[src/rtl/eight_bit_alu_pkg.sv]
// rtl/eight_bit_alu_pkg.sv - shared opcode encoding and width for the eight_bit_alu slice
package eight_bit_alu_pkg;

   localparam int DATA_W = 8;

   typedef enum logic [2:0] {
      OP_ADD = 3'b000,
      OP_SUB = 3'b001,
      OP_AND = 3'b010,
      OP_OR  = 3'b011,
      OP_XOR = 3'b100,
      OP_NOT = 3'b101,
      OP_INC = 3'b110,
      OP_DEC = 3'b111
   } opcode_e;

endpackage

[src/rtl/alu_addsub.sv]
// rtl/alu_addsub.sv - 9-bit adder shared by ADD, SUB, INC and DEC
module alu_addsub
   import eight_bit_alu_pkg::*;
(
   input  logic [DATA_W-1:0] x,
   input  logic [DATA_W-1:0] y,
   input  logic              carry_in,
   output logic [DATA_W-1:0] sum,
   output logic              carry,
   output logic              overflow
);

   logic [DATA_W:0] full;

   assign full     = {1'b0, x} + {1'b0, y} + {{DATA_W{1'b0}}, carry_in};
   assign sum      = full[DATA_W-1:0];
   assign carry    = full[DATA_W];
   // Signed overflow: operands agree in sign but the sum does not.
   assign overflow = (x[DATA_W-1] == y[DATA_W-1]) && (sum[DATA_W-1] != x[DATA_W-1]);

endmodule

[src/rtl/eight_bit_alu.sv]
// rtl/eight_bit_alu.sv - registered 8-bit ALU with carry, zero, sign and overflow flags
module eight_bit_alu
   import eight_bit_alu_pkg::*;
(
   input  logic       clk,
   input  logic       rst,
   input  logic       in_valid,
   input  logic [7:0] a,
   input  logic [7:0] b,
   input  logic       cin,
   input  logic [2:0] opcode,
   output logic [7:0] res,
   output logic       cout,
   output logic       zero,
   output logic       sign,
   output logic       overflow,
   output logic       out_valid
);

   opcode_e           op;
   logic [DATA_W-1:0] as_y;
   logic              as_c;
   logic [DATA_W-1:0] as_sum;
   logic              as_carry;
   logic              as_ovf;
   logic [DATA_W-1:0] res_next;
   logic              cout_next;
   logic              ovf_next;

   assign op = opcode_e'(opcode);

   // Subtraction and decrement reuse the adder via inverted/constant operands.
   always_comb begin
      as_y = b;
      as_c = cin;
      case (op)
         OP_SUB:  begin as_y = ~b;            as_c = ~cin; end
         OP_INC:  begin as_y = '0;            as_c = 1'b1; end
         OP_DEC:  begin as_y = {DATA_W{1'b1}}; as_c = 1'b0; end
         default: begin as_y = b;             as_c = cin;  end
      endcase
   end

   alu_addsub u_addsub (
      .x        (a),
      .y        (as_y),
      .carry_in (as_c),
      .sum      (as_sum),
      .carry    (as_carry),
      .overflow (as_ovf)
   );

   always_comb begin
      res_next  = as_sum;
      cout_next = 1'b0;
      ovf_next  = 1'b0;
      case (op)
         OP_ADD, OP_SUB, OP_INC, OP_DEC: begin
            res_next  = as_sum;
            cout_next = as_carry;
            ovf_next  = as_ovf;
         end
         OP_AND:  res_next = a & b;
         OP_OR:   res_next = a | b;
         OP_XOR:  res_next = a ^ b;
         OP_NOT:  res_next = ~a;
         default: res_next = as_sum;
      endcase
   end

   always_ff @(posedge clk or posedge rst) begin
      if (rst) begin
         res       <= '0;
         cout      <= 1'b0;
         zero      <= 1'b0;
         sign      <= 1'b0;
         overflow  <= 1'b0;
         out_valid <= 1'b0;
      end else begin
         out_valid <= in_valid;
         if (in_valid) begin
            res      <= res_next;
            cout     <= cout_next;
            zero     <= (res_next == '0);
            sign     <= res_next[DATA_W-1];
            overflow <= ovf_next;
         end
      end
   end

endmodule

[config.mk]
export PLATFORM = sky130hd
export DESIGN_NAME = eight_bit_alu
export DESIGN_NICKNAME = d
export VERILOG_FILES = /design/src/rtl/eight_bit_alu_pkg.sv /design/src/rtl/alu_addsub.sv /design/src/rtl/eight_bit_alu.sv
export SDC_FILE = /design/constraint.sdc
export NUM_CORES = 1
export LEC_CHECK = 0
export ABC_AREA = 1
export CORE_UTILIZATION = 40
export CTS_CLUSTER_DIAMETER = 50
export DETAILED_ROUTE_END_ITERATION = 7
export PLACE_DENSITY = 0.65
export SYNTH_ARGS = -nofsm -noshare
export SYNTH_HDL_FRONTEND = slang
export SYNTH_HIERARCHICAL = 1
export SYNTH_SLANG_ARGS = --single-unit
[constraint.sdc]
create_clock -name clk -period 0.8 [get_ports clk]
set_input_delay 0.12 -clock clk [delete_from_list [all_inputs] [get_ports clk]]
set_output_delay 0.12 -clock clk [all_outputs]
set_load 0.005 [all_outputs]
==> flow_summary.toml, run 1 <==
[global_routing]
grt_pass1_vias = 1955
gr-total-overflow = 0
grt_pass1_wl_mm = 8.128
grt_max_degree = 18
grt_usage_pct = 24.10
antenna_found_initial = 0

[worst_setup_path]
critPathTopFamily = "adder cells"
worst_path_max_delay_cell = "fa_2"
cp-end-kind = "flip-flop"
cp-start-kind = "input port"
path_class = "in2reg"
cp_num_buf_inv = 4
path_common_cell = "nand2_1"
ff2ff_setup_slack_ns = -0.09
critical_path_arrival_ns = 2.36
path_cells = "buf_8 -> buf_6 -> inv_6 -> nand3_4 -> o21ai_4 -> o211ai_1 -> fa_2 -> fa_2 -> nand3_2 -> nand2_4 -> nand2_2 -> a21o_1 -> nand2_1 -> inv_1 -> nor2_1 -> nor2_1 -> nand2_1 -> nor2_1 -> nand2_1 -> nand2_1"
critPathMaxStageDelay_ns = 0.41
critPathMaxFanout = 4
required_ns = 0.97

[drt]
viasPerCell = 4.595
wirelength_mm = 4.810
drc_errors = 0
first_iter_violations = 44
wl_per_cell_um = 11.19
final_antenna_net_count = 0
dr.pass1.iters = 4
num_vias = 1976

[die]
num_rows = 23
die_w_um = 66.38
io_pins = 36
start_util_pct = 41.45
core-area_um2 = 4000
die_h_um = 66.38
die-area_um2 = 4406

[yosys]
yosys.area_share.adder_pct = 19.77
synthTopCellsByArea = "dfrtp_1 18%, ha_1 17%, nor2_1 13%, nand2_1 12%, inv_1 11%"
ys.flop_type = "dfrtp_1"
ys_seq_area_share_pct = 18.11
syn_inst = 266
async_reset_ff_share_pct = 100.0
synth_mux_area_share_pct = 0
synth.top_cell.area_share_pct = 18.11
synth_nets = 314
synth_cell_type_count = 29
yosys_register_bits = 12
synth_top_family_by_area = "simple AND/OR/NAND/NOR gates"
synthXorXnorAreaFrac_pct = 2.566
yosysWarningCount = 6
yosysTopAreaCell = "dfrtp_1"
synth_edf_count = 0
syn-cell-area_um2 = 1658
synth-simple-area-share_pct = 36.83
synth.avg_cell_area_um2 = 6.232
synth-compound-area-share_pct = 9.736

[min_path]
hold_path_class = "in2async"

[layout]
final_layout_size_suffix_gt1_share_pct = 37.11
fillers = 360
nets = 430
areaGrowthSynthToFinish_pct = 70.94
final_cells = 430
diodes = 0

[power_and_ir_drop]
ir_worst_vdd_v = 0.0004783
power_per_cell_area_nw_per_um2 = 1183
leakage_nw = 1.587
power_mw = 3.352

[cts]
cts_tree = "done"
clock_latency_ns = 0.23
cts.sinks = 12
cts_buffer_depth = 2
root_buffer = "clkbuf_8"
htree_levels = 1
cts.reportedPaths.clkPinSlew_ns = 0.05
cts_made_buffers = 3

[sta]
period_minus_slack_ns = 2.186
maxSlewHeadroom_pct = 70.09
skew_ns = 0
setup_viol = 24
worstMarginPinSlew_ns = 0.4482
hold_viol = 0
drv_slew = 0
fin_crit_sh_pct = 273.2
fmax_mhz = 457.5
fin_ws_ns = -1.386
rsz0062_at_grt = "yes"

[placement]
place.gp.congestion = 0.8357
dp.cells = 413
place_ws_ns = -2.067
io_buffer_count = 35
dp_hpwl_mm = 3.796

[run]
drv_cap = 0

[run_status]
status = "finished, violations left"
violations = "setup timing"
## worst register-to-register path: cells and delay by family (launching register included)
family | cells | cell delay [ns]
AOI/OAI and AO/OA | 1 | 0.09
buffers and inverters | 2 | 0.25
DFF | 1 | 0.37
and+or+nand+nor | 1 | 0.05
## placed cells by master (no fill, tap or decap), types with 2 or more instances in the layout
cell             instances
o211ai_1                 9
dfrtp_1                 12
a21oi_2                  2
dlygate4sd2_1            2
nand3_1                  5
ha_1                    22
buf_2                   13
nor2_2                   6
nand4_1                  4
inv_1                   45
clkbuf_8                 3
nor3_1                   8
nor2_1                  54
o21ai_1                  5
o21ai_0                  4
xor2_1                   2
nand2_2                  7
fa_2                     2
nand3_2                  6
inv_2                    6
buf_4                   65
nand2_4                  5
clkdlybuf4s50_1         16
nand2_1                 45
buf_6                   15
a21oi_1                  2
## cell type report
type                       count  area [um^2]  share of cell area (%)
timing repair buffer         114        947.2                   33.42
inverter                      53        216.5                   7.638
tap                           50        62.56                   2.208
sequential                    12        300.3                   10.60
multi-input combinational    198         1266                   44.68
clock buffer                   3        41.29                   1.457
## logic make-up after synthesis
logic type | after synthesis
AOI/OAI and AO/OA | 26
xor gates and xnor gates | 4
adders and majority gates | 25
buffers and inverters | 56
DFF | 12
and+or+nand+nor | 143
## timing repair
item                                    CTS  global route
hold buffers                              0             0
gates resized for setup                  87            25
buffers inserted                         16             4
endpoints found under the setup margin   24            24
pin swaps                                26            34
## through the flow
stage / cell area, um^2 / hold WS [ns] / setup TNS (ns) / utilization, %
global route: 2834 / 0.2020 / -15.23 / 70.85
detailed placement: 2624 / 0.4349 / -21.85 / 65.59
global placement: 2624 / 0.4433 / -21.35 / 65.59
CTS: 2766 / 0.1921 / -14.05 / 69.16
finish: 2834 / 0.1890 / -13.38 / 70.85
floorplan: 1733 / -0.01530 / -10.79 / -
## synthesized netlist by cell type, drive strengths merged (4+ instances only)
cell	instances
nor2	60
nand2	57
inv	52
ha	23
dfrtp	12
nand3	12
o21ai	10
o211ai	9
nor3	8
a21oi	5
nand4	4
## per-layer routing
layer | wire (um) | GRT usage, %
met1 | 2079 | 26.76
met2 | 2486 | 47.19
met3 | 123 | 0.6897
met4 | 120 | 9.840
met5 | 0 | 0
## final timing paths
path	start	to	cells after the start
hold / removal	rst	overflow$_DFFE_PP0P_	3
min in group clk	overflow$_DFFE_PP0P_	overflow$_DFFE_PP0P_	2
max in group asynchronous	rst	res[5]$_DFFE_PP0P_	3
setup / recovery	opcode[1]	zero$_DFFE_PP0P_	20
setup reg to reg	res[6]$_DFFE_PP0P_	res[6]$_DFFE_PP0P_	4
hold reg to reg	overflow$_DFFE_PP0P_	overflow$_DFFE_PP0P_	2
## flip-flops by register name, summed over array words and instances (netlist names)
signal and flops:
overflow 1, out_valid 1, cout 1, res 8
zero 1
## power breakdown
group	total, mW	switching, mW	internal [mW]
combinational	2.07	0.959	1.11
sequential	0.755	0.0470	0.708
clock	0.526	0.196	0.330
Note: power is estimated with default switching activity, not from simulation.
==> inputs of run 2 (changes only) <==
--- a/config.mk
+++ b/config.mk
@@ -10,6 +10,7 @@
 export CTS_CLUSTER_DIAMETER = 50
 export DETAILED_ROUTE_END_ITERATION = 7
 export PLACE_DENSITY = 0.65
+export RECOVER_POWER = 50
 export SYNTH_ARGS = -nofsm -noshare
 export SYNTH_HDL_FRONTEND = slang
 export SYNTH_HIERARCHICAL = 1
==> run 2 against run 1 <==
Against the previous run: the flow still finishes with violations (setup timing); global-route usage is the same; first-iteration DRC count unchanged; clock-buffer cell count is the same; design area is 0.26% lower; maximum frequency unchanged; hold slack better by 0.12 ns; final cell count unchanged; combinational power barely moved; clock power is essentially flat; critical path depth is the same; critical path type unchanged; critical endpoint unchanged; largest cell class unchanged.
==> flow_summary.toml, run 2 (synthesis gave the netlist of run 1 again) <==
[run_status]
status = "finished, violations left"
violations = "setup timing"

[cts]
ctsHoldBuffers = 0
cts.reportedPaths.clkPinSlew_ns = 0.05
clock_latency_ns = 0.23
cts_made_buffers = 3
root_buffer = "clkbuf_8"
htree_levels = 1
cts.sinks = 12
cts_tree = "done"
cts_buffer_depth = 2

[sta]
fin_crit_sh_pct = 273.2
skew_ns = 0
drv_slew = 0
worstMarginPinSlew_ns = 0.5357
setup_viol = 24
fmax_mhz = 457.5
fin_ws_ns = -1.386
period_minus_slack_ns = 2.186
hold_slack_ns = 0.3059
hold_viol = 0
maxSlewHeadroom_pct = 64.23
rsz0062_at_grt = "yes"

[layout]
final_common_cell = "buf_4"
multi_input_area_um2 = 1266
fillers = 362
diodes = 0
nets = 430
largest_reg_flops = 8
areaGrowthSynthToFinish_pct = 70.49
design_area_um2 = 2826
final_cells = 430
postLayoutCoreUtil_pct = 70.66
top_register = "res"
layout_common_cells = "65 x buf_4, 54 x nor2_1, 45 x nand2_1, 45 x inv_1, 22 x ha_1"
ff_latch_area_um2 = 300.3
final_layout_size_suffix_gt1_share_pct = 36.84

[global_routing]
use_met1_pct = 26.76
gr-total-overflow = 0
grt_usage_pct = 24.10
grt_busiest_layer = "met2"
grt_max_degree = 18
grt_pass1_wl_mm = 8.128
met3_usage_pct = 0.6897
grt_pass1_vias = 1955
antenna_found_initial = 0
gr-usage-met2_pct = 47.19

[worst_setup_path]
path_common_cell = "nand2_1"
critPathMaxFanout = 4
cp-start-kind = "input port"
critPathMaxStageDelay_ns = 0.41
critical_path_arrival_ns = 2.36
path_cells = "buf_8 -> buf_6 -> inv_6 -> nand3_4 -> o21ai_4 -> o211ai_1 -> fa_2 -> fa_2 -> nand3_2 -> nand2_4 -> nand2_2 -> a21o_1 -> nand2_1 -> inv_1 -> nor2_1 -> nor2_1 -> nand2_1 -> nor2_1 -> nand2_1 -> nand2_1"
required_ns = 0.97
reg2reg_depth = 4
path_class = "in2reg"
cp-end-kind = "flip-flop"
worst_path_max_delay_cell = "fa_2"

[placement]
dp_hpwl_mm = 3.796
place.gp.congestion = 0.8357
dp.cells = 413
dpl_cell_area_um2 = 2624
io_buffer_count = 35

[die]
die-area_um2 = 4406
die_w_um = 66.38
io_pins = 36
die_h_um = 66.38
start_util_pct = 41.45
num_rows = 23
core-area_um2 = 4000

[drt]
drc_errors = 0
num_vias = 1976
first_iter_violations = 44
wirelength_mm = 4.810
viasPerCell = 4.595
wl_per_cell_um = 11.19
dr.pass1.iters = 4
final_antenna_net_count = 0

[power_and_ir_drop]
ir_worst_vdd_v = 0.0004783
power_per_cell_area_nw_per_um2 = 1183
power_mw = 3.345
leakage_nw = 1.590

[min_path]
hold_path_class = "in2async"

[run]
drv_cap = 0
## run 2: worst paths after layout
| path | start | endpoint | slack, ns |
|---|---|---|---|
| worst min-delay path | rst | overflow$_DFFE_PP0P_ | 0.31 |
| worst max-delay path | opcode[1] | zero$_DFFE_PP0P_ | -1.39 |
| min in group clk | overflow$_DFFE_PP0P_ | overflow$_DFFE_PP0P_ | 0.48 |
| worst min register to register | overflow$_DFFE_PP0P_ | overflow$_DFFE_PP0P_ | 0.48 |
| worst max register to register | res[6]$_DFFE_PP0P_ | res[6]$_DFFE_PP0P_ | -0.09 |
| max in group asynchronous | rst | res[5]$_DFFE_PP0P_ | 0.14 |
## run 2: per-stage QoR
stage / worst slack (ns) / TNS, ns
after floorplan: -1.287 / -10.79
after detailed placement: -2.067 / -21.85
after CTS: -1.438 / -14.05
after global routing: -1.555 / -15.23
after global placement: -1.999 / -21.35
final: -1.386 / -13.38
## run 2: what timing repair did
| item | 4_1_cts | 5_1_grt |
|---|---|---|
| gates resized for setup | 87 | 25 |
| pin swaps | 26 | 34 |
| cloned | 0 | 0 |
| endpoints found under the setup margin | 24 | 24 |
| setup buffers | 16 | 4 |
## run 2: per-layer routing
layer  vias up  share of wire (%)
met5         -                  0
met4         0                2.5
met3        11                2.6
met2        44                 52
met1       865                 43
li1       1056                  -
## run 2: where the power goes
group          internal [mW]  switching (mW)  leakage (nW)
logic                   1.11           0.957          1.42
registers              0.708          0.0470         0.150
clock network          0.330           0.196        0.0216
## run 2: critical path, delay by kind of cell
family	cells	cell delay (ns)
buf+inv	4	0.32
fa+ha+maj	2	0.81
compound gates	3	0.32
simple gates	11	0.79
## run 2: final cells by class
cell class	count	area share, %
Sequential cell	12	10.62
Tap cell	50	2.213
Timing Repair Buffer	114	33.24
Multi-Input combinational cell	198	44.80
Inverter	53	7.658
Clock buffer	3	1.461
